--- config.mk ---
export PLATFORM = sky130hd
export DESIGN_NAME = game_controller
export DESIGN_NICKNAME = d
export VERILOG_FILES = /design/src/rtl/pong_pkg.sv /design/src/rtl/rise_detect.sv /design/src/rtl/game_controller.sv
export SDC_FILE = /design/constraint.sdc
export NUM_CORES = 1
export LEC_CHECK = 0
export BUFFER_PORTS_ARGS = -buffer_cell sky130_fd_sc_hd__buf_4
export CAP_MARGIN = 10
export CORE_MARGIN = 2
export CORE_UTILIZATION = 53
export DETAILED_ROUTE_END_ITERATION = 8
export PLACE_DENSITY = 0.75
export SYNTH_ARGS = -nofsm -noshare
export SYNTH_HDL_FRONTEND = slang
export SYNTH_SLANG_ARGS = --single-unit
--- constraint.sdc ---
create_clock -name clk -period 2.1 [get_ports clk]
set_input_delay 0 -clock clk [delete_from_list [all_inputs] [get_ports clk]]
set_output_delay 0 -clock clk [all_outputs]
set_load 0.02 [all_outputs]
--- src/rtl/pong_pkg.sv ---
// -----------------------------------------------------------------------------
// pong_pkg
// Shared types and constants for the Pong design.
//   game_state_t : match sequencer states used by game_controller
//   X_RESOLUTION : horizontal display resolution in pixels
//   Y_RESOLUTION : vertical display resolution in pixels
//   SCORE_W      : width of each player's score
//   LVL_W        : width of the ball speed level
//   CNT_W        : width of the shared serve/hold down-counter
//   lvl_inc_sat  : increments a speed level, saturating at a given maximum
// -----------------------------------------------------------------------------
package pong_pkg;

    typedef enum logic [2:0] {
        IDLE,
        SERVE,
        PLAY,
        POINT,
        GAME_OVER
    } game_state_t;

    localparam int X_RESOLUTION = 640;
    localparam int Y_RESOLUTION = 480;
    localparam int SCORE_W      = 4;
    localparam int LVL_W        = 3;
    localparam int CNT_W        = 25;

    function automatic logic [LVL_W-1:0] lvl_inc_sat(
        input logic [LVL_W-1:0] cur,
        input logic [LVL_W-1:0] max_lvl
    );
        return (cur >= max_lvl) ? max_lvl : cur + LVL_W'(1);
    endfunction

endpackage

--- src/rtl/rise_detect.sv ---
// -----------------------------------------------------------------------------
// rise_detect
// Single-stage rising-edge detector. The previous sample is registered; the
// pulse is high for the one cycle in which d is high and its previous sample
// was low, so a level held for many cycles yields exactly one pulse.
// Ports:
//   clk   in  1  clock
//   reset in  1  synchronous, active-high reset (clears the previous sample)
//   d     in  1  level input
//   pulse out 1  one-cycle rising-edge pulse
// -----------------------------------------------------------------------------
module rise_detect (
    input  logic clk,
    input  logic reset,
    input  logic d,
    output logic pulse
);

    logic prev;

    always_ff @(posedge clk) begin
        if (reset) begin
            prev <= 1'b0;
        end else begin
            prev <= d;
        end
    end

    assign pulse = d & ~prev;

endmodule

--- src/rtl/game_controller.sv ---
// -----------------------------------------------------------------------------
// game_controller
// Match sequencer for Pong. Sits between the player inputs and the Ball
// module: consumes Ball's point and paddle-hit events, drives Ball's game_on,
// active-low re-serve reset, serve direction and speed level, keeps both
// scores and declares the winner.
// Parameters:
//   WIN_SCORE      points needed to win (1..15)
//   SERVE_DELAY    cycles the ball is held still before launch
//   POINT_HOLD     cycles ball_reset_n is held low after a point (>=2)
//   HITS_PER_LEVEL paddle hits per lvl increment
//   MAX_LVL        lvl saturation value (<=7)
// Ports:
//   clk           in  1  master clock
//   reset         in  1  synchronous, active-high reset
//   start         in  1  debounced start button, rising edge acts
//   player1_point in  1  from Ball, level
//   player2_point in  1  from Ball, level
//   paddle_hit    in  1  from Ball, level
//   game_on       out 1  high only while the ball is in play
//   ball_reset_n  out 1  low re-centres the ball; Ball samples dir/lvl then
//   dir           out 1  serve direction, 1 = toward player 2
//   lvl           out 3  speed level
//   score1        out 4  player 1 score
//   score2        out 4  player 2 score
//   game_over     out 1  high once a player has reached WIN_SCORE
//   winner        out 1  0 = player 1, 1 = player 2; valid while game_over
// -----------------------------------------------------------------------------
module game_controller
    import pong_pkg::*;
#(
    parameter int WIN_SCORE      = 7,
    parameter int SERVE_DELAY    = 25_000_000,
    parameter int POINT_HOLD     = 4,
    parameter int HITS_PER_LEVEL = 4,
    parameter int MAX_LVL        = 7
) (
    input  logic               clk,
    input  logic               reset,
    input  logic               start,
    input  logic               player1_point,
    input  logic               player2_point,
    input  logic               paddle_hit,
    output logic               game_on,
    output logic               ball_reset_n,
    output logic               dir,
    output logic [LVL_W-1:0]   lvl,
    output logic [SCORE_W-1:0] score1,
    output logic [SCORE_W-1:0] score2,
    output logic               game_over,
    output logic               winner
);

    // The rally counter only needs to count 0..HITS_PER_LEVEL-1.
    localparam int RALLY_W = (HITS_PER_LEVEL > 1) ? $clog2(HITS_PER_LEVEL) : 1;

    // The counter is loaded with (duration - 1) and the state is left when it
    // reads zero, so SERVE and POINT each last exactly their duration.
    localparam logic [CNT_W-1:0]   SERVE_LOAD = CNT_W'((SERVE_DELAY > 0) ? SERVE_DELAY - 1 : 0);
    localparam logic [CNT_W-1:0]   POINT_LOAD = CNT_W'((POINT_HOLD > 0) ? POINT_HOLD - 1 : 0);
    localparam logic [RALLY_W-1:0] RALLY_LAST = RALLY_W'((HITS_PER_LEVEL > 0) ? HITS_PER_LEVEL - 1 : 0);
    localparam logic [SCORE_W-1:0] WIN_VAL    = SCORE_W'(WIN_SCORE);
    localparam logic [LVL_W-1:0]   MAX_VAL    = LVL_W'(MAX_LVL);

    game_state_t        state, state_next;
    logic [CNT_W-1:0]   cnt, cnt_next;
    logic [RALLY_W-1:0] rally, rally_next;
    logic [SCORE_W-1:0] score1_next, score2_next;
    logic [LVL_W-1:0]   lvl_next;
    logic               dir_next, winner_next;
    logic               game_on_next, ball_reset_n_next, game_over_next;

    logic start_ev, p1_ev, p2_ev, hit_ev;

    // Edge detectors run in every state, so a point level still high when the
    // controller returns to PLAY cannot score a second time.
    rise_detect u_start_edge (.clk(clk), .reset(reset), .d(start),         .pulse(start_ev));
    rise_detect u_p1_edge    (.clk(clk), .reset(reset), .d(player1_point), .pulse(p1_ev));
    rise_detect u_p2_edge    (.clk(clk), .reset(reset), .d(player2_point), .pulse(p2_ev));
    rise_detect u_hit_edge   (.clk(clk), .reset(reset), .d(paddle_hit),    .pulse(hit_ev));

    always_ff @(posedge clk) begin
        if (reset) begin
            state        <= IDLE;
            cnt          <= '0;
            rally        <= '0;
            score1       <= '0;
            score2       <= '0;
            lvl          <= '0;
            dir          <= 1'b1;
            winner       <= 1'b0;
            game_on      <= 1'b0;
            ball_reset_n <= 1'b0;
            game_over    <= 1'b0;
        end else begin
            state        <= state_next;
            cnt          <= cnt_next;
            rally        <= rally_next;
            score1       <= score1_next;
            score2       <= score2_next;
            lvl          <= lvl_next;
            dir          <= dir_next;
            winner       <= winner_next;
            game_on      <= game_on_next;
            ball_reset_n <= ball_reset_n_next;
            game_over    <= game_over_next;
        end
    end

    always_comb begin
        state_next  = state;
        cnt_next    = cnt;
        rally_next  = rally;
        score1_next = score1;
        score2_next = score2;
        lvl_next    = lvl;
        dir_next    = dir;
        winner_next = winner;

        case (state)
            IDLE: begin
                if (start_ev) begin
                    state_next  = SERVE;
                    cnt_next    = SERVE_LOAD;
                    score1_next = '0;
                    score2_next = '0;
                    lvl_next    = '0;
                    rally_next  = '0;
                    dir_next    = 1'b1;
                    winner_next = 1'b0;
                end
            end

            SERVE: begin
                if (cnt == '0) begin
                    state_next = PLAY;
                end else begin
                    cnt_next = cnt - CNT_W'(1);
                end
            end

            PLAY: begin
                // Point events win over a paddle hit in the same cycle; the
                // loser of the point receives the next serve.
                if (p1_ev || p2_ev) begin
                    state_next = POINT;
                    cnt_next   = POINT_LOAD;
                    lvl_next   = '0;
                    rally_next = '0;
                    if (p1_ev && !p2_ev) begin
                        if (score1 < WIN_VAL) begin
                            score1_next = score1 + SCORE_W'(1);
                        end
                        dir_next = 1'b1;
                    end else if (p2_ev && !p1_ev) begin
                        if (score2 < WIN_VAL) begin
                            score2_next = score2 + SCORE_W'(1);
                        end
                        dir_next = 1'b0;
                    end
                end else if (hit_ev) begin
                    if (rally == RALLY_LAST) begin
                        rally_next = '0;
                        lvl_next   = lvl_inc_sat(lvl, MAX_VAL);
                    end else begin
                        rally_next = rally + RALLY_W'(1);
                    end
                end
            end

            POINT: begin
                if (cnt == '0) begin
                    if ((score1 == WIN_VAL) || (score2 == WIN_VAL)) begin
                        state_next  = GAME_OVER;
                        winner_next = (score2 == WIN_VAL);
                    end else begin
                        state_next = SERVE;
                        cnt_next   = SERVE_LOAD;
                    end
                end else begin
                    cnt_next = cnt - CNT_W'(1);
                end
            end

            GAME_OVER: begin
                if (start_ev) begin
                    state_next  = IDLE;
                    score1_next = '0;
                    score2_next = '0;
                end
            end

            default: begin
                state_next = IDLE;
            end
        endcase

        // Ball-facing control outputs are registered copies of the next state,
        // so they always line up with the state register.
        game_on_next      = (state_next == PLAY);
        ball_reset_n_next = (state_next == SERVE) || (state_next == PLAY);
        game_over_next    = (state_next == GAME_OVER);
    end

endmodule

### Word level (Yosys, flattened, before mapping)

Index checks and enable logic that the tools add are counted.

| word-level totals | value |
|---|---|
| bits in registers | 50 |
| word-level logic and storage cells | 120 |

| cells by class | value |
|---|---|
| add/subtract/negate cells | 5 |
| magnitude comparators | 3 |
| equal/unequal tests | 25 |
| mux-type cells | 43 |
| bitwise logic cells | 8 |
| reductions and logical operators | 21 |

Operators by type and width:

| operator | count |
|---|---|
| $mux 25 | 5 |
| $pmux 25 s4 | 1 |
| $mux 3 | 11 |
| $mux 4 | 8 |
| $logic_not 25->1 | 1 |
| $sub 25x1->25 const B | 1 |
| $ne 2x2->1 const B | 10 |
| $pmux 4 s2 | 2 |
| $pmux 3 s5 | 1 |
| $ne 3x3->1 const B | 4 |
| $reduce_and 4->1 | 3 |
| $reduce_and 5->1 | 2 |
| $eq 3x2->1 const B | 3 |
| $add 4x1->4 const B | 2 |
| $eq 4x3->1 const B | 2 |
| $lt 4x3->1 const B | 2 |
| $mux 2 | 4 |
| $mux 1 | 7 |
| $eq 3x1->1 const B | 2 |
| $eq 3x3->1 const B | 2 |
| $pmux 3 s2 | 1 |
| $reduce_and 6->1 | 1 |
| $reduce_bool 2->1 | 3 |
| $and 1x1->1 | 4 |
| 15 further kinds | 23 |

### Depth between registers and ports, before layout

Gate-level depths: netlist of the first run.

| logic depth | value |
|---|---|
| depth after elaboration | 8 |
| gate-level depth with buffers | 9 |
| mapped depth without buffers | 8 |

### By module

A second synthesis of the first run with hierarchy kept.

| unflattened totals | value |
|---|---|
| cells, all modules | 337 |
| area, all modules | 3,016.6 um^2 |

Modules (own cells, without submodules):

| module | times used | cells each | area each (um^2) | sequential area each (um^2) |
|---|---|---|---|---|
| game_controller | 1 | 325 | 2,826.5 | 920.9 |
| rise_detect | 4 | 3 | 47.5 | 20.0 |

### Worst setup path after synthesis of the first run

No wires, ideal clock.

| timing | value |
|---|---|
| kind | reg-to-reg |
| start | register cnt[12] |
| end | register cnt[20] |
| library setup time | 115 ps |
| arrival | 2,138 ps |
| path slack | -152 ps |
| stages on the path, launching flop included | 8 |
| cell sequence | dfxtp_1 -> or4_1 -> buf_2 -> nor4_4 -> a31oi_1 -> buf_2 -> o21a_1 -> o21a_1 |

| between the ends | value |
|---|---|
| cells in the longest elaborated chain, start to end | 3 |

RTL lines:

| element | line | text |
|---|---|---|
| start, declared | game_controller.sv:66 | `logic [CNT_W-1:0] cnt, cnt_next;` |
| start signal, assigned | game_controller.sv:97 | `cnt <= cnt_next;` |
| $sub 25x1->25 / $logic_not 25->1 (equally long branches) | n/a |  |
| $mux 25 (tied with other cells) | game_controller.sv:172 | `if (cnt == '0) begin` |
| $pmux 25 s4 / $reduce_and 5->1 (equally long branches) | n/a |  |

Parallel ways exist; a longest one is shown, timed or not. The select of a mux whose other input is x is not followed.
A chain may end at the register's enable or synchronous reset.

### Worst setup path in the final report of the first run

| timing | value |
|---|---|
| start | register cnt[19] |
| end | register cnt[10] |

| between the ends | value |
|---|---|
| cells in the longest elaborated chain, start to end | 3 |

RTL lines:

| element | line |
|---|---|
| $logic_not 25->1 * | game_controller.sv:135, game_controller.sv:172 |
| $ne 3x3->1 (no source line) (tied with other cells) | n/a |
| $reduce_and 5->1 (no source line) / $pmux 25 s4 (equally long branches) | n/a |

Mark *: on every way between the ends. The rest lies on a longest branch, timed or not.

==> impl_metrics.ini, run 1 <==
[placement]
port_buffers = 21
dpl.hpwl_um = 4444
dpl_worst_slack_ns = -0.1234
placed_cells = 432
place_congestion = 0.8286

[timing]
slew_viol_final = 0
finalSetupViolations = 14
tightest_slew_ns = 0.5385
setup_ws_ns = -0.08245
timing.hold.ws_ns = 0.08660
min_period_ns = 2.182
rsz0062_at_grt = yes
slew_headroom_pct = 63.89
hold_violations = 0
max_freq_mhz = 458.2
fin_skew_ns = 0.006702
min_period_over_period_pct = 103.9
tns_ns = -0.6376

[grt]
grt_max_degree = 30
antenna_found_initial = 0
track_usage_pct = 26.14
grt_pass1_vias = 2486
grt_pass1_wl_um = 11240
overflow = 0

[logic_synthesis]
synth_edf_count = 0
synth_seq_cells = 50
synth.avg_cell_area_um2 = 8.254
synth_area_leaders = dfxtp_1, nor2_1, a21oi_1, ha_1, nor3_1
yosysWarnings = 0
syn_area_um2 = 2600
synth_top_area_share_pct = 38.50
synthCells = 315
synth_common_cells = nor2_1, dfxtp_1, a21oi_1
syn_nets = 331
synth_cell_types = 48
yosysTopAreaCell = dfxtp_1
ys.flop_type = dfxtp_1
yosys.cell_count.top_type = nor2_1
seq_area_frac_synth_pct = 38.50
synthArstFlopShare_pct = 0

[detailed_routing]
first_pass_iters = 4
detail-route-antenna-nets = 0
wire_per_inst_um = 15.17
vias_per_cell = 5.761
drt_wl_total_um = 6780
drt-initial-drc-count = 232
drcViolationCount = 0
vias = 2575

[cells_and_area]
final_cells = 447
nets = 395
fillers = 364
syn2layout_area_growth_pct = 31.86
diodes = 0
drive_gt1_share_pct = 29.21

[die]
start_util_pct = 55.05
core_um2 = 4723
dieArea_um2 = 5482
die_w_um = 74.04
io_pins = 22
rows = 25
die_h_um = 74.04

[clock_tree]
clkTransAtPathRegs_ns = 0.09
cts_root_buf = clkbuf_8
cts.htree.levels = 2
tritoncts = done
numClockSinks = 50
clockBufferDepth = 2
numCtsBuffers = 5
clock_latency_ns = 0.31

[status]
violations = setup timing
status = finished, violations left

[flow_run]
maxCapViolCount = 0

[worst_setup_path]
worstPathMaxFanout = 8
cp.required_ns = 2.30
worst_setup_path_start_kind = flop
arrival_ns = 2.38
end_kind = flop
crit_type = reg -> reg

[power]
powerDensity_nw_per_um2 = 676.9
cellLeakagePower_nw = 1.379
total_power_mw = 2.321
vdd_drop_max_mv = 0.3970

[worst_hold_path]
min_path_type = in -> reg
critical path: stages, from the launching register on:
cell      delay (ns)
dfxtp_2         0.33
or4_4           0.55
nor4_4          0.32
buf_6           0.18
nand2_2         0.08
o31a_1          0.28
o21bai_4        0.26
nor2_1          0.08
path summary, 6_finish.rpt:
check,depth (start not counted),end,slack (ns),startpoint
worst max-delay path,7,cnt[10],-0.08,cnt[19]
worst min-delay path,2,rally[1],0.09,reset
worst max register to register,7,cnt[10],-0.08,cnt[19]
worst min register to register,2,rally[0],0.49,rally[0]
metal layers:
layer  up-vias  part of all wire [%]  track usage, %  wire (µm)
met3        14                   5.8           5.285        395
met5         -                     0               0          0
li1       1265                     -               -          -
met1      1211                    44           32.91       2968
met4         0                   1.8           11.31        125
met2        85                    49           43.45       3292
where the power goes:
part / leakage [nW] / switching, mW / total, mW / internal (mW)
sequential: 0.410 / 0.0470 / 1.05 / 1.01
combinational: 0.921 / 0.377 / 0.680 / 0.303
clock: 0.0482 / 0.321 / 0.587 / 0.266
total: 1.38 / 0.745 / 2.32 / 1.58
cells in the final DEF, fill, tap and decap left out, drive strengths merged, types with 9 or more instances in the layout:
cell type  Yosys  layout
a21oi         29      29
buf            3      66
dfxtp         50      50
ha            10      10
nand2         16      16
nand4          9       9
nor2          58      58
nor2b          9       9
nor3          15      15
nor4          13      13
kinds of logic after synthesis:
logic type | count (synthesis) | synth area share (%)
multiplexers | 2 | 0.7700
AND/OR/NAND/NOR | 158 | 33.35
buffers and inverters | 22 | 3.561
adder cells (fa/ha/maj) | 10 | 4.812
XOR/XNOR | 11 | 3.706
flip-flops | 50 | 38.50
AO/OA/AOI/OAI | 62 | 15.30
registers in the layout (all words and copies together), names as in the netlist:
register,cells
cnt,25
score1,4
score2,4
lvl,3
state,3
rally,2
ball_reset_n,1
dir,1
game_on,1
game_over,1
u_hit_edge.prev,1
u_p1_edge.prev,1
u_p2_edge.prev,1
u_start_edge.prev,1
winner,1
per-stage QoR:
stage,util (%),instance area (µm²)
6_report,72.58,3428
5_1_grt,72.58,3428
4_1_cts,70.89,3348
3_5_place_dp,66.94,3162
3_3_place_gp,66.94,3162
2_1_floorplan,-,2649
cell type report:
cell class	instances	area, µm²	area share (%)
multi-input cells	244	1658	48.36
flip-flops and latches	50	1002	29.23
repair buffers	70	563.0	16.42
clock buffers	7	86.33	2.518
well taps	67	83.83	2.445
inverters	8	30.03	0.8759
clock inverters	1	5.005	0.1460
what timing repair did:
action | CTS | global route
hold endpoints to repair | 4 | 0
buffers inserted | 1 | 1
endpoints found under the setup margin | 21 | 30
resized for setup | 9 | 14
hold buffers | 4 | 0
pin swaps | 5 | 7
cloned | 1 | 0
No activity file was read; power rests on OpenSTA's default activity.
==> inputs of run 2 (changes only) <==
--- a/config.mk
+++ b/config.mk
@@ -10,6 +10,7 @@
 export CORE_MARGIN = 2
 export CORE_UTILIZATION = 53
 export DETAILED_ROUTE_END_ITERATION = 8
+export GPL_TIMING_DRIVEN = 0
 export PLACE_DENSITY = 0.75
 export SYNTH_ARGS = -nofsm -noshare
 export SYNTH_HDL_FRONTEND = slang
==> run 2 against run 1 <==
The flow still finishes with violations (setup timing). Total power up 15%. Worst hold slack improved by 0.098 ns. Global-route usage grew 0.33 points. Non-clock buffer count down 6. Clock power up 45%. Register-to-register slack got worse by 0.07 ns. Worst setup slack worse by 0.065 ns. Sequential share of layout area decreased by 1.3 points. Sequential power rose by 4%. Routed wire length is 15% higher. Utilization is 4.5 points higher. Final cell count fell by 1.6%. Critical path type unchanged. Largest power group unchanged.
==> impl_metrics.ini, run 2 (synthesis gave the netlist of run 1 again) <==
[detailed_routing]
drt-initial-drc-count = 215
vias_per_cell = 6.014
vias = 2646
dr_wl_met2_um = 3839
first_pass_iters = 4
wl_met3_um = 505
drcViolationCount = 0
wire_per_inst_um = 17.68
top_layer = met4
detail-route-antenna-nets = 0
met1Wirelength_um = 3191
drt_wl_total_um = 7779

[timing]
fin_skew_ns = 0.009153
min_period_over_period_pct = 107.0
tns_ns = -2.785
rsz0062_at_grt = yes
hold_violations = 0
tightest_slew_ns = 0.7698
slew_viol_final = 0
min_period_ns = 2.248
setup_ws_ns = -0.1478
timing.hold.ws_ns = 0.1843
finalSetupViolations = 30
max_freq_mhz = 444.9
slew_headroom_pct = 48.68

[power]
cellLeakagePower_nw = 1.408
p_sw_mw = 0.8454
power.internal_mw = 1.825
seqPwrFrac_pct = 40.7
p_comb_share_pct = 27.3
powerDensity_nw_per_um2 = 733.8
swShare_pct = 31.66
vdd_drop_max_mv = 0.4928
pwr-share-clk_pct = 32.0

[grt]
grt_max_degree = 16
overflow = 0
grt_pass1_wl_um = 11130
grt_pass1_vias = 2321
track_usage_pct = 26.46
antenna_found_initial = 0

[clock_tree]
cts.htree.levels = 2
clkTransAtPathRegs_ns = 0.09
numCtsBuffers = 5
numClockSinks = 50
clockBufferDepth = 2
clock_latency_ns = 0.32
tritoncts = done
cts_root_buf = clkbuf_8

[placement]
port_buffers = 21
place_area_um2 = 2890
place_congestion = 0.8628
dpl.hpwl_um = 4174
dpl_worst_slack_ns = -0.4289

[worst_hold_path]
min_from = reset
whs_endpoint = cnt[21]
hold_path_depth = 4
min_path_type = in -> reg

[worst_setup_path]
worstPathCellList = or4_4, buf_6, buf_4, or4_1, nor2_2, nand4_1, xor2_1, nor2_1
worstPathMaxFanout = 5
arrival_ns = 2.46
cpPeakStageDelay_ns = 0.52
end_kind = flop
rr_worst_depth = 8
worst_setup_path_start_kind = flop
cpMaxStageDelayCell = or4_4
cp.required_ns = 2.31
timing.rr.start = cnt[13]
reg2reg_to = cnt[23]
path_buf_inv = 2
crit_type = reg -> reg
critical-path-top-delay-family = simple AND/OR/NAND/NOR gates
rrSetupSlack_ns = -0.15

[cells_and_area]
final_common_cell = nor2_1
reg_top3 = cnt x25, score1 x4, score2 x4
largest_reg_flops = 25
syn2layout_area_growth_pct = 39.94
finalCoreUtilization_pct = 77.03
nets = 388
drive_gt1_share_pct = 36.46
diodes = 0
regMostFlops = cnt
design_area_um2 = 3638
mostFrequentLayoutCells = nor2_1, dfxtp_1, buf_4

[die]
rows = 25
die_h_um = 74.04
io_pins = 22
core_um2 = 4723
dieArea_um2 = 5482
die_w_um = 74.04
start_util_pct = 55.05

[status]
violations = setup timing
status = finished, violations left

[flow_run]
maxCapViolCount = 0
-- run 2: cell types whose count changed in the layout (fill, tap and decap cells not counted), sizes merged --
cell / previous run / this run
clkbuf: 7 / 14
bufinv: 0 / 2
clkinv: 1 / 0
a31oi: 4 / 3
buf: 66 / 52
-- run 2: how the worst max path moves through the flow --
stage,start,endpoint,cells past startpoint
2_1_floorplan,cnt[19],cnt[13],7
3_3_place_gp,state[2],cnt[16],8
3_5_place_dp,cnt[12],cnt[3],8
4_1_cts,cnt[13],cnt[9],8
5_1_grt,cnt[17],cnt[15],8
6_report,cnt[13],cnt[23],8
-- run 2: final cells by class --
class                           count  area [µm²]
Fill cell                         299        1085
Clock inverter                      2       60.06
Inverter                            8       30.03
Buffer                             11       80.08
Tap cell                           67       83.83
Clock buffer                        6       82.58
Multi-Input combinational cell    243        1818
Sequential cell                    50        1015
Timing Repair Buffer               53       469.2
-- run 2: worst min-delay path: stages --
cell,delay [ns]
buf_4,0.09
or2_2,0.11
clkbuf_2,0.21
a311oi_1,0.07
-- run 2: timing repair --
item | in CTS | in global routing
hold buffers | 4 | 0
hold endpoints to repair | 4 | 0
pin swaps | 31 | 20
cloned | 2 | 0
setup buffers | 19 | 7
setup endpoints to repair | 34 | 40
resized for setup | 43 | 47
-- run 2: per-stage QoR --
| step | power [mW] | std cells |
|---|---|---|
| global placement | 1.555 | 403 |
| detailed placement | 1.568 | 403 |
| floorplan | 1.452 | 315 |
| global route | 2.747 | 440 |
| finish | 2.670 | 440 |
| CTS | 2.524 | 435 |
-- run 2: routing by layer --
metal  vias to the layer above  global-route usage [%]
li1                       1241                       -
met1                      1274                   36.11
met2                       105                   43.06
met3                        26                   3.794
met4                         0                   9.091
met5                         -                       0
-- run 2: power by group through the flow --
stage	Clock [mW]	Sequential [mW]	Combinational, mW
final	0.854	1.09	0.729
after global routing	0.878	1.09	0.774
after CTS	0.846	1.07	0.606
after detailed placement	0	1.09	0.474
after global placement	0	1.09	0.463
after floorplan	0	1.09	0.366
==> inputs of run 3 (changes only) <==
--- a/config.mk
+++ b/config.mk
@@ -8,10 +8,11 @@
 export BUFFER_PORTS_ARGS = -buffer_cell sky130_fd_sc_hd__buf_4
 export CAP_MARGIN = 10
 export CORE_MARGIN = 2
-export CORE_UTILIZATION = 53
+export CORE_UTILIZATION = 54
 export DETAILED_ROUTE_END_ITERATION = 8
 export GPL_TIMING_DRIVEN = 0
-export PLACE_DENSITY = 0.75
+export PLACE_DENSITY = 0.76
 export SYNTH_ARGS = -nofsm -noshare
 export SYNTH_HDL_FRONTEND = slang
+export SYNTH_HIERARCHICAL = 1
 export SYNTH_SLANG_ARGS = --single-unit
==> run 3 against run 2 <==
The run still ends with setup timing left. Count of clock-buffer cells in the layout fell by 1. Register-to-register slack improved by 0.14 ns. Global-route usage rose by 0.30 points. Sequential power barely moved. Via count rose by 15%. Largest cell class unchanged. Highest routed layer unchanged.
==> impl_metrics.ini, run 3 <==
[cells_and_area]
regMostFlops = cnt
finalCoreUtilization_pct = 73.94
fillers = 373
multi_input_area_um2 = 2098
syn2layout_area_growth_pct = 33.31
nets = 417
drive_gt1_share_pct = 39.05
diodes = 0
reg_top3 = cnt x25, score1 x4, score2 x4
regArea_um2 = 1025
final_common_cell = buf_4
mostFrequentLayoutCells = buf_4, dfxtp_1, nor2_1
largest_reg_flops = 25

[power]
powerDensity_nw_per_um2 = 625.6
cellLeakagePower_nw = 1.670
total_power_mw = 2.516
vdd_drop_max_mv = 0.7456

[logic_synthesis]
syn_nets = 353
yosysTopAreaCell = dfxtp_1
synth_cell_types = 65
synthCells = 337
syn_area_um2 = 3017
ys.flop_type = dfxtp_1
yosys.cell_count.top_type = dfxtp_1
synth.avg_cell_area_um2 = 8.951
synth_area_leaders = dfxtp_1, ha_1, nor2_1, a21oi_1, nor2b_4
synth_common_cells = dfxtp_1, nor2_1, a21oi_1
seq_area_frac_synth_pct = 33.18
yosysWarnings = 6
synth_top_area_share_pct = 33.18
synth_edf_count = 0
synthArstFlopShare_pct = 0
synth_seq_cells = 50

[timing]
max_freq_mhz = 474.2
tightest_slew_ns = 0.6579
timing.hold.ws_ns = 0.1145
slew_headroom_pct = 56.14
slew_viol_final = 0
setup_ws_ns = -0.008952
rsz0062_at_grt = yes
min_period_over_period_pct = 100.4
fin_skew_ns = 0.006930
finalSetupViolations = 1
hold_violations = 0
min_period_ns = 2.109

[grt]
grt_max_degree = 18
overflow = 0
track_usage_pct = 26.76
antenna_found_initial = 0
grt_pass1_vias = 2722
grt_pass1_wl_um = 13170

[die]
core_um2 = 5439
die_w_um = 78.74
start_util_pct = 55.46
dieArea_um2 = 6200
io_pins = 22
die_h_um = 78.74
rows = 27

[worst_setup_path]
worstPathMaxFanout = 4
end_kind = flop
cp.required_ns = 2.35
worst_setup_path_start_kind = flop
arrival_ns = 2.36
crit_type = reg -> reg

[clock_tree]
cts.htree.levels = 2
clock_latency_ns = 0.31
clkTransAtPathRegs_ns = 0.10
numCtsBuffers = 5
cts_root_buf = clkbuf_8
tritoncts = done
numClockSinks = 50
clockBufferDepth = 2

[placement]
dpl.hpwl_um = 5304
port_buffers = 21
place_congestion = 0.9533

[detailed_routing]
drcViolationCount = 0
drt_wl_total_um = 9133
detail-route-antenna-nets = 0
first_pass_iters = 7
vias_per_cell = 6.447
vias = 3056
drt-initial-drc-count = 244
wire_per_inst_um = 19.27

[status]
violations = setup timing
status = finished, violations left

[flow_run]
maxCapViolCount = 0

[worst_hold_path]
min_path_type = in -> reg
[run 3: cell types whose count changed in the layout (fill, tap and decap cells not counted), sizes merged, moves of 6 or more]
cell	previous run	this run
inv	8	19
o211a	0	7
a21oi	29	22
a221oi	0	6
nor2	58	34
nor3b	8	2
xor2	8	2
o211ai	1	10
o21a	2	9
[run 3: per-layer routing]
metal	up-vias	global-route usage [%]	wire, µm
met4	0	9.474	259
met1	1460	32.86	3610
met5	-	0	0
li1	1389	-	-
met3	37	3.523	588
met2	170	47.86	4674
[run 3: cells by family (layout without fill, tap and decap cells)]
| group | count (synthesis) | in the layout | synth area share, % |
|---|---|---|---|
| compound gates | 100 | 100 | 26.09 |
| xor+xnor | 5 | 5 | 1.452 |
| fa+ha+maj | 10 | 10 | 4.148 |
| buf+inv | 35 | 98 | 5.931 |
| flops | 50 | 50 | 33.18 |
| mux | 7 | 7 | 2.323 |
| simple gates | 130 | 132 | 26.88 |
[run 3: area by class of cell]
cell class	instances	area share, %
multi-input cells	254	52.18
flip-flops and latches	50	25.48
repair buffers	58	12.76
plain buffers	14	2.769
well taps	72	2.240
clock buffers	5	1.711
inverters	18	1.680
clock inverters	3	1.182
[run 3: repair_timing]
action	in CTS	in global routing
endpoints found under the setup margin	24	40
pin swaps	21	19
gates resized for setup	32	45
endpoints found under the hold margin	4	0
buffers inserted	11	15
gates cloned	2	3
hold buffers	8	0
[run 3: worst paths after layout]
path / startpoint / depth (start not counted) / to / slack, ns
hold reg to reg: cnt[0] / 1 / cnt[0] / 0.48
setup / recovery: u_p1_edge/prev / 11 / cnt[10] / -0.009
setup reg to reg: u_p1_edge/prev / 11 / cnt[10] / -0.009
hold / removal: reset / 3 / cnt[2] / 0.11
[run 3: worst max-delay path, stage by stage (launching register included)]
cell	delay, ns
dfxtp_2	0.34
nor2b_4	0.11
inv_2	0.06
ha_4	0.17
nor2b_1	0.10
buf_4	0.14
buf_4	0.10
buf_4	0.11
o311ai_0	0.16
a311o_1	0.37
or2_4	0.25
a21oi_2	0.12
[run 3: per-stage QoR]
step                        TNS, ns  instances  worst slack (ns)  area, µm²
after floorplan           -0.003691        337         -0.003691       3034
after global placement       -4.924        430           -0.3741       3282
after detailed placement     -5.792        430           -0.4060       3282
after CTS                    -1.114        457          -0.08994       3715
after global routing        -0.4277        474          -0.07447       4021
final                     -0.008952        474         -0.008952       4021
[run 3: power breakdown]
| part | internal (mW) | switching, mW |
|---|---|---|
| clock | 0.362 | 0.355 |
| sequential | 1.01 | 0.0776 |
| combinational | 0.332 | 0.381 |
